## src/rtl/vending_pkg.sv

```systemverilog
// Shared constants for the vending controller: widths, FSM state codes and
// the item price table that the external pricing datapath implements.
package vending_pkg;
  localparam int MONEY_W   = 4;
  localparam int STOCK_W   = 3;
  localparam int NUM_ITEMS = 4;

  localparam logic [1:0] ST_IDLE     = 2'd0;
  localparam logic [1:0] ST_CHECK    = 2'd1;
  localparam logic [1:0] ST_DISPENSE = 2'd2;
  localparam logic [1:0] ST_CHANGE   = 2'd3;

  function automatic int price(input logic [1:0] code);
    case (code)
      2'd0:    price = 2;
      2'd1:    price = 3;
      2'd2:    price = 5;
      default: price = 7;
    endcase
  endfunction
endpackage

```

## src/rtl/vending_if.sv

```systemverilog
// Customer, restock, datapath and dispense signals of the vending controller.
// slave is the controller side, master the environment side.
interface vending_if #(parameter int MONEY_W = 4, parameter int STOCK_W = 3);
  logic               coin_valid;
  logic [MONEY_W-1:0] coin_value;
  logic               sel_valid;
  logic [1:0]         sel_code;
  logic [2:0]         sel_count;
  logic               cancel;
  logic               restock_valid;
  logic [1:0]         restock_code;
  logic [STOCK_W-1:0] restock_qty;
  logic [1:0]         dp_code;
  logic [2:0]         dp_count;
  logic [MONEY_W-1:0] dp_money;
  logic               dp_posibility;
  logic [MONEY_W-1:0] dp_remaining;
  logic               dispense_valid;
  logic [1:0]         dispense_code;
  logic [2:0]         dispense_count;
  logic               change_valid;
  logic [MONEY_W-1:0] change_amount;
  logic               coin_return;
  logic               sel_error;
  logic               busy;

  modport slave (
    input  coin_valid, coin_value, sel_valid, sel_code, sel_count, cancel,
           restock_valid, restock_code, restock_qty, dp_posibility, dp_remaining,
    output dp_code, dp_count, dp_money, dispense_valid, dispense_code,
           dispense_count, change_valid, change_amount, coin_return, sel_error, busy
  );
  modport master (
    output coin_valid, coin_value, sel_valid, sel_code, sel_count, cancel,
           restock_valid, restock_code, restock_qty, dp_posibility, dp_remaining,
    input  dp_code, dp_count, dp_money, dispense_valid, dispense_code,
           dispense_count, change_valid, change_amount, coin_return, sel_error, busy
  );
endinterface

```

## src/rtl/vending_stock.sv

```systemverilog
// Per-item stock counters: saturating restock, dispense decrement (both may
// hit the same item in one cycle) and an availability compare.
module vending_stock
  import vending_pkg::*;
#(
  parameter int STOCK_W    = 3,
  parameter int STOCK_INIT = 5,
  parameter int STOCK_MAX  = 7
) (
  input  logic               clk,
  input  logic               rst_n,
  input  logic               restock_valid,
  input  logic [1:0]         restock_code,
  input  logic [STOCK_W-1:0] restock_qty,
  input  logic               dec_valid,
  input  logic [1:0]         dec_code,
  input  logic [2:0]         dec_count,
  input  logic [1:0]         chk_code,
  input  logic [2:0]         chk_count,
  output logic               stock_ok
);
  localparam int SW = STOCK_W + 4;

  logic [NUM_ITEMS-1:0][STOCK_W-1:0] stock, nxt;
  logic [NUM_ITEMS-1:0][SW-1:0]      sum;

  // Decrement never exceeds stock + restock: the CHECK compare guarantees it.
  always_comb begin
    sum = '0;
    nxt = '0;
    for (int i = 0; i < NUM_ITEMS; i++) begin
      sum[i] = SW'(stock[i])
             + ((restock_valid && restock_code == 2'(i)) ? SW'(restock_qty) : SW'(0))
             - ((dec_valid && dec_code == 2'(i)) ? SW'(dec_count) : SW'(0));
      nxt[i] = (sum[i] > SW'(STOCK_MAX)) ? STOCK_W'(STOCK_MAX) : sum[i][STOCK_W-1:0];
    end
  end

  always_ff @(posedge clk or negedge rst_n) begin
    if (!rst_n) begin
      for (int i = 0; i < NUM_ITEMS; i++) stock[i] <= STOCK_W'(STOCK_INIT);
    end else begin
      stock <= nxt;
    end
  end

  assign stock_ok = SW'(stock[chk_code]) >= SW'(chk_count);
endmodule

```

## src/rtl/vending_controller.sv

```systemverilog
// Vending sequencer: credit accumulation, selection latch, one-cycle pricing
// check against the external datapath, dispense and change sequencing.
module vending_controller
  import vending_pkg::*;
#(
  parameter int MONEY_W    = 4,
  parameter int STOCK_W    = 3,
  parameter int STOCK_INIT = 5,
  parameter int STOCK_MAX  = 7
) (
  input  logic     clk,
  input  logic     rst_n,
  vending_if.slave bus
);
  logic [1:0]         state;
  logic [MONEY_W-1:0] credit, chg_lat;
  logic [MONEY_W:0]   coin_sum;
  logic               stock_ok;

  assign coin_sum     = {1'b0, credit} + {1'b0, bus.coin_value};
  assign bus.dp_money = credit;
  assign bus.busy     = (state != ST_IDLE);

  vending_stock #(
    .STOCK_W(STOCK_W), .STOCK_INIT(STOCK_INIT), .STOCK_MAX(STOCK_MAX)
  ) u_stock (
    .clk          (clk),
    .rst_n        (rst_n),
    .restock_valid(bus.restock_valid),
    .restock_code (bus.restock_code),
    .restock_qty  (bus.restock_qty),
    .dec_valid    (state == ST_DISPENSE),
    .dec_code     (bus.dp_code),
    .dec_count    (bus.dp_count),
    .chk_code     (bus.dp_code),
    .chk_count    (bus.dp_count),
    .stock_ok     (stock_ok)
  );

  always_ff @(posedge clk or negedge rst_n) begin
    if (!rst_n) begin
      state              <= ST_IDLE;
      credit             <= '0;
      chg_lat            <= '0;
      bus.dp_code        <= '0;
      bus.dp_count       <= '0;
      bus.dispense_valid <= 1'b0;
      bus.dispense_code  <= '0;
      bus.dispense_count <= '0;
      bus.change_valid   <= 1'b0;
      bus.change_amount  <= '0;
      bus.coin_return    <= 1'b0;
      bus.sel_error      <= 1'b0;
    end else begin
      bus.dispense_valid <= 1'b0;
      bus.change_valid   <= 1'b0;
      bus.coin_return    <= 1'b0;
      bus.sel_error      <= 1'b0;
      if (state != ST_IDLE && bus.coin_valid) bus.coin_return <= 1'b1;
      case (state)
        ST_IDLE: begin
          // A coin arriving with an effective cancel is handed straight back.
          if (bus.cancel && credit != '0) begin
            bus.change_valid  <= 1'b1;
            bus.change_amount <= credit;
            credit            <= '0;
            if (bus.coin_valid) bus.coin_return <= 1'b1;
          end else if (bus.coin_valid) begin
            if (!coin_sum[MONEY_W]) credit <= coin_sum[MONEY_W-1:0];
            else                    bus.coin_return <= 1'b1;
          end
          if (bus.sel_valid && !bus.cancel) begin
            bus.dp_code  <= bus.sel_code;
            bus.dp_count <= bus.sel_count;
            state        <= ST_CHECK;
          end
        end
        ST_CHECK: begin
          if (bus.dp_posibility && bus.dp_count != '0 && stock_ok) begin
            chg_lat <= bus.dp_remaining;
            state   <= ST_DISPENSE;
          end else begin
            bus.sel_error <= 1'b1;
            state         <= ST_IDLE;
          end
        end
        ST_DISPENSE: begin
          bus.dispense_valid <= 1'b1;
          bus.dispense_code  <= bus.dp_code;
          bus.dispense_count <= bus.dp_count;
          credit             <= '0;
          state              <= (chg_lat != '0) ? ST_CHANGE : ST_IDLE;
        end
        default: begin
          bus.change_valid  <= 1'b1;
          bus.change_amount <= chg_lat;
          state             <= ST_IDLE;
        end
      endcase
    end
  end
endmodule

```

## src/flat_wrapper.sv

```systemverilog
// flat-port wrapper written by rule: the top's interface ports become plain ports
module vending_controller_flat import vending_pkg::*;
#(
  parameter int MONEY_W    = 4,
  parameter int STOCK_W    = 3,
  parameter int STOCK_INIT = 5,
  parameter int STOCK_MAX  = 7
)
  (clk, rst_n, bus_coin_valid, bus_coin_value, bus_sel_valid, bus_sel_code, bus_sel_count, bus_cancel, bus_restock_valid, bus_restock_code, bus_restock_qty, bus_dp_posibility, bus_dp_remaining, bus_dp_code, bus_dp_count, bus_dp_money, bus_dispense_valid, bus_dispense_code, bus_dispense_count, bus_change_valid, bus_change_amount, bus_coin_return, bus_sel_error, bus_busy);
  vending_if #(.MONEY_W(MONEY_W), .STOCK_W(STOCK_W)) bus_i ();
  input  logic clk;
  input  logic rst_n;
  input wire logic [$bits(bus_i.coin_valid)-1:0] bus_coin_valid;
  input wire logic [$bits(bus_i.coin_value)-1:0] bus_coin_value;
  input wire logic [$bits(bus_i.sel_valid)-1:0] bus_sel_valid;
  input wire logic [$bits(bus_i.sel_code)-1:0] bus_sel_code;
  input wire logic [$bits(bus_i.sel_count)-1:0] bus_sel_count;
  input wire logic [$bits(bus_i.cancel)-1:0] bus_cancel;
  input wire logic [$bits(bus_i.restock_valid)-1:0] bus_restock_valid;
  input wire logic [$bits(bus_i.restock_code)-1:0] bus_restock_code;
  input wire logic [$bits(bus_i.restock_qty)-1:0] bus_restock_qty;
  input wire logic [$bits(bus_i.dp_posibility)-1:0] bus_dp_posibility;
  input wire logic [$bits(bus_i.dp_remaining)-1:0] bus_dp_remaining;
  output wire logic [$bits(bus_i.dp_code)-1:0] bus_dp_code;
  output wire logic [$bits(bus_i.dp_count)-1:0] bus_dp_count;
  output wire logic [$bits(bus_i.dp_money)-1:0] bus_dp_money;
  output wire logic [$bits(bus_i.dispense_valid)-1:0] bus_dispense_valid;
  output wire logic [$bits(bus_i.dispense_code)-1:0] bus_dispense_code;
  output wire logic [$bits(bus_i.dispense_count)-1:0] bus_dispense_count;
  output wire logic [$bits(bus_i.change_valid)-1:0] bus_change_valid;
  output wire logic [$bits(bus_i.change_amount)-1:0] bus_change_amount;
  output wire logic [$bits(bus_i.coin_return)-1:0] bus_coin_return;
  output wire logic [$bits(bus_i.sel_error)-1:0] bus_sel_error;
  output wire logic [$bits(bus_i.busy)-1:0] bus_busy;
  assign bus_i.coin_valid = bus_coin_valid;
  assign bus_i.coin_value = bus_coin_value;
  assign bus_i.sel_valid = bus_sel_valid;
  assign bus_i.sel_code = bus_sel_code;
  assign bus_i.sel_count = bus_sel_count;
  assign bus_i.cancel = bus_cancel;
  assign bus_i.restock_valid = bus_restock_valid;
  assign bus_i.restock_code = bus_restock_code;
  assign bus_i.restock_qty = bus_restock_qty;
  assign bus_i.dp_posibility = bus_dp_posibility;
  assign bus_i.dp_remaining = bus_dp_remaining;
  assign bus_dp_code = bus_i.dp_code;
  assign bus_dp_count = bus_i.dp_count;
  assign bus_dp_money = bus_i.dp_money;
  assign bus_dispense_valid = bus_i.dispense_valid;
  assign bus_dispense_code = bus_i.dispense_code;
  assign bus_dispense_count = bus_i.dispense_count;
  assign bus_change_valid = bus_i.change_valid;
  assign bus_change_amount = bus_i.change_amount;
  assign bus_coin_return = bus_i.coin_return;
  assign bus_sel_error = bus_i.sel_error;
  assign bus_busy = bus_i.busy;
  vending_controller #(.MONEY_W(MONEY_W), .STOCK_W(STOCK_W), .STOCK_INIT(STOCK_INIT), .STOCK_MAX(STOCK_MAX)) u_core (.clk(clk), .rst_n(rst_n), .bus(bus_i));
endmodule
```

## config.mk

```make
export PLATFORM = sky130hd
export DESIGN_NAME = vending_controller_flat
export DESIGN_NICKNAME = d
export VERILOG_FILES = /design/src/rtl/vending_pkg.sv /design/src/rtl/vending_if.sv /design/src/rtl/vending_stock.sv /design/src/rtl/vending_controller.sv /design/src/flat_wrapper.sv
export SDC_FILE = /design/constraint.sdc
export NUM_CORES = 1
export LEC_CHECK = 0
export BUFFER_PORTS_ARGS = -buffer_cell sky130_fd_sc_hd__buf_2
export CORE_UTILIZATION = 35
export DETAILED_ROUTE_END_ITERATION = 7
export PLACE_DENSITY = 0.55
export SYNTH_ARGS = -nofsm -noshare
export SYNTH_HDL_FRONTEND = slang
export SYNTH_SLANG_ARGS = --single-unit
```

## constraint.sdc

```tcl
create_clock -name clk -period 3.56 [get_ports clk]
set_input_delay 0.178 -clock clk [delete_from_list [all_inputs] [get_ports clk]]
set_output_delay 0.178 -clock clk [all_outputs]
set_load 0.02 [all_outputs]
```

==> key figures <==
Timing
  • Tcrit/Tclk final: 0.836
  • Unrepaired setup endpoints after global routing: no
  • Post-Route Setup TNS: 0 ps
  • Final setup vio count: 0
  • Tightest Pin Transition: between 900 and 1000 ps
  • Achievable clock frequency: 336 MHz
  • Post-route worst setup slack: 583 ps
  • Worst Skew: ~2.3 ps
  • Fin. max-slew vios: 0
  • Slew HR: 0.379
  • Hold Vio Cnt, Final: 0
  • Fin crit period: 2980 ps

Global routing
  • First-pass GRT wire length: 10400 um
  • GR Layer Usage met3: 0.0271
  • Met2 GRT Util: 0.273
  • GRT overflow: 0
  • Gr busiest metal: met2
  • GRT Overall Usage: 0.156
  • Vias in the first global route: 2188
  • Largest net degree at the start of global routing: 41
  • Initial antenna violation count: 0
  • M1 GR Usage: 0.195

Logic synthesis
  • Synth top cells by count: inv_1, dfrtp_1, ha_1
  • Asr flop ratio synth: 1.00
  • Synthesized area per cell: 10.1 um^2
  • Seq/Total Area, Yosys: 0.352
  • Syn nets: 348
  • Synth top area cells: dfrtp_1, ha_1, fa_1, dfstp_2, inv_1
  • Yosys cell types: 39
  • Post-synth EDFFs: 0
  • Yosys warning count: 0
  • Synthesized area: 0.00287 mm^2
  • Most frequent cell after synthesis: inv_1
  • Top FF cell, synth: dfrtp_1
  • Cell taking the most area after synthesis: dfrtp_1
  • Share of the synthesized area in the top cell type: 0.279
  • #FFs+latches synth: 40
  • Syn Inst Count: 283

Placement
  • Dpl ws: 598 ps
  • Placer Congestion: 0.781
  • Post-DP HPWL: 4810 um
  • IO Port Bufs: 47
  • Placed inst area: between 0.003 and 0.004 mm^2

Route
  • Post-DRT Antenna Nets: 0
  • Wire length per cell: 13.9 um
  • DRT Pass-1 Iters: 4
  • 1st-iter DRT viols: 50
  • Via-per-instance ratio: roughly 5
  • WL final: a little over 6000 um
  • DRC viols: 0
  • Vias post-DR: roughly 2200

Setup path
  • Worst Reg2Reg Path Length in Cells: 11
  • Worst R2R End: u_core.u_stock.stock[1]
  • CP max FO: 14
  • Worst EP arrival: 3160 ps
  • R2R Setup Slk: 580 ps
  • Crit path kind: flip-flop to flip-flop
  • CP endpoint kind: flip-flop
  • FF-to-FF Start: u_core.state[0]
  • WP data required: 3740 ps
  • CP Launch Type: flip-flop

Cells and area
  • Final instance area: approximately 0.0033 mm^2
  • Fillers: 805
  • Reg area: 0.00101 mm^2
  • Layout area overhead: 16.3%
  • Layout cells sized above 1: 0.266
  • N_diodes: 0
  • Final net count: 398
  • Multi-input combinational cell area: 0.00168 mm^2

CTS
  • TritonCTS clock tree: yes
  • H-tree depth: 2
  • # Post-CTS Setup Buffers: 0
  • CTS Buffer Depth: 2
  • Gates resized, CTS repair: 0
  • CTS buffer count: 5
  • # hold bufs at CTS: 0
  • Clock Sinks: 40
  • Worst-path clk slew: 90 ps
  • Worst-Skew Late Latency: 300 ps
  • CTS root buffer: clkbuf_8

Floorplanning
  • Total core area: 0.00785 mm^2
  • Die X: about 93 um
  • Die Height: 92.6 um
  • Num ports: 48
  • Row count: 32
  • Starting Density: 0.366
  • Die ar.: 0.00857 mm^2

Power and ir drop
  • Clock share of power: 0.126
  • Sw Share: 0.453
  • Switching pwr: roughly 1.4 mW
  • Int Pwr: 1.69 mW
  • Static leakage: 1.69 nW
  • Total power: 3.09 mW
  • Pwr Density: 925 mW/mm^2
  • Combinational share of power: 0.583
  • Flop pwr share: 0.291
  • Maximum vdd ir drop: about 0.33 mV

Job
  • Max Cap Viol: 0

Run status
  • Status: finished clean

Hold path
  • Hold Path Class: input pin to asynchronous set/reset pin
==> routing by layer <==
metal	up-vias	share of wire	wire, um
met1	1060	0.46	2790
met3	7	0.034	206
li1	1077	-	-
met5	-	0	0
met4	0	0.0097	59
met2	45	0.50	3020
==> flip-flops by register name (all words and copies together), names as in the netlist <==
register / cells
u_core.u_stock.stock: 12
u_core.bus.change_amount: 4
u_core.bus.dispense_code: 2
u_core.chg_lat: 4
u_core.bus.dp_count: 3
u_core.bus.dispense_valid: 1
u_core.bus.coin_return: 1
u_core.bus.dp_money: 4
u_core.bus.change_valid: 1
u_core.bus.sel_error: 1
u_core.bus.dp_code: 2
u_core.state: 2
u_core.bus.dispense_count: 3
==> cell usage in the layout (no fill, tap or decap), drive strengths merged, types with 4 or more instances in the layout <==
cell type and count:
and3 6, xnor2 4, dfstp 8, a21o 11
a21oi 7, ha 27, nand2 23, o22ai 8
mux2 11, nand3b 4, fa 13, or3 10
a32oi 5, inv 44, buf 48, nor3 7
nor2 18, o21ai 8, dfrtp 32, and2 4
clkbuf 5, a211oi 5
==> through the flow <==
step	std cells	util	hold WS [ps]
CTS	436	0.425	54.9
finish	436	0.425	13.3
floorplan	283	-	-118
global route	436	0.425	74.4
global placement	428	0.411	379
detailed placement	428	0.411	388
==> worst max-delay path, stage by stage (launching register included) <==
cell	delay [ps]
dfrtp_1	430
inv_1	90
ha_1	160
buf_4	220
nand2_1	190
nor3_1	260
fa_1	450
inv_1	70
ha_1	270
a211oi_2	280
nor3_1	100
or3_1	350
==> worst max-delay path by stage <==
stage	start	endpoint	slack, ps	cells after the start
2_1_floorplan	u_core.state[0]	u_core.u_stock.stock[1]	420	12
3_3_place_gp	u_core.state[0]	u_core.u_stock.stock[1]	660	11
3_5_place_dp	u_core.state[0]	u_core.u_stock.stock[1]	600	11
4_1_cts	u_core.state[0]	u_core.u_stock.stock[1]	580	11
5_1_grt	u_core.state[0]	u_core.u_stock.stock[1]	420	11
6_report	u_core.state[0]	u_core.u_stock.stock[1]	580	11
==> final cells by class <==
class	instances	area share
well taps	102	0.0382
flip-flops and latches	40	0.303
clock inverters	3	0.0142
multi-input cells	194	0.502
inverters	44	0.0495
repair buffers	48	0.0727
clock buffers	5	0.0206
==> power by group through the flow <==
stage                     clock (mW)  sequential (mW)  combinational [mW]
after floorplan                    0            0.957                1.30
after global placement             0            0.909                1.78
after detailed placement           0            0.913                1.81
after CTS                      0.403            0.904                1.82
after global routing           0.423            0.932                2.04
final                          0.390            0.899                1.80
==> cell families after synthesis <==
family	after synthesis	synth area share
mux	14	0.0667
compound gates	52	0.145
simple gates	83	0.149
xor+xnor	5	0.0152
buf+inv	49	0.0645
flops	40	0.352
fa+ha+maj	40	0.208
(Power assumes the default switching activity.)
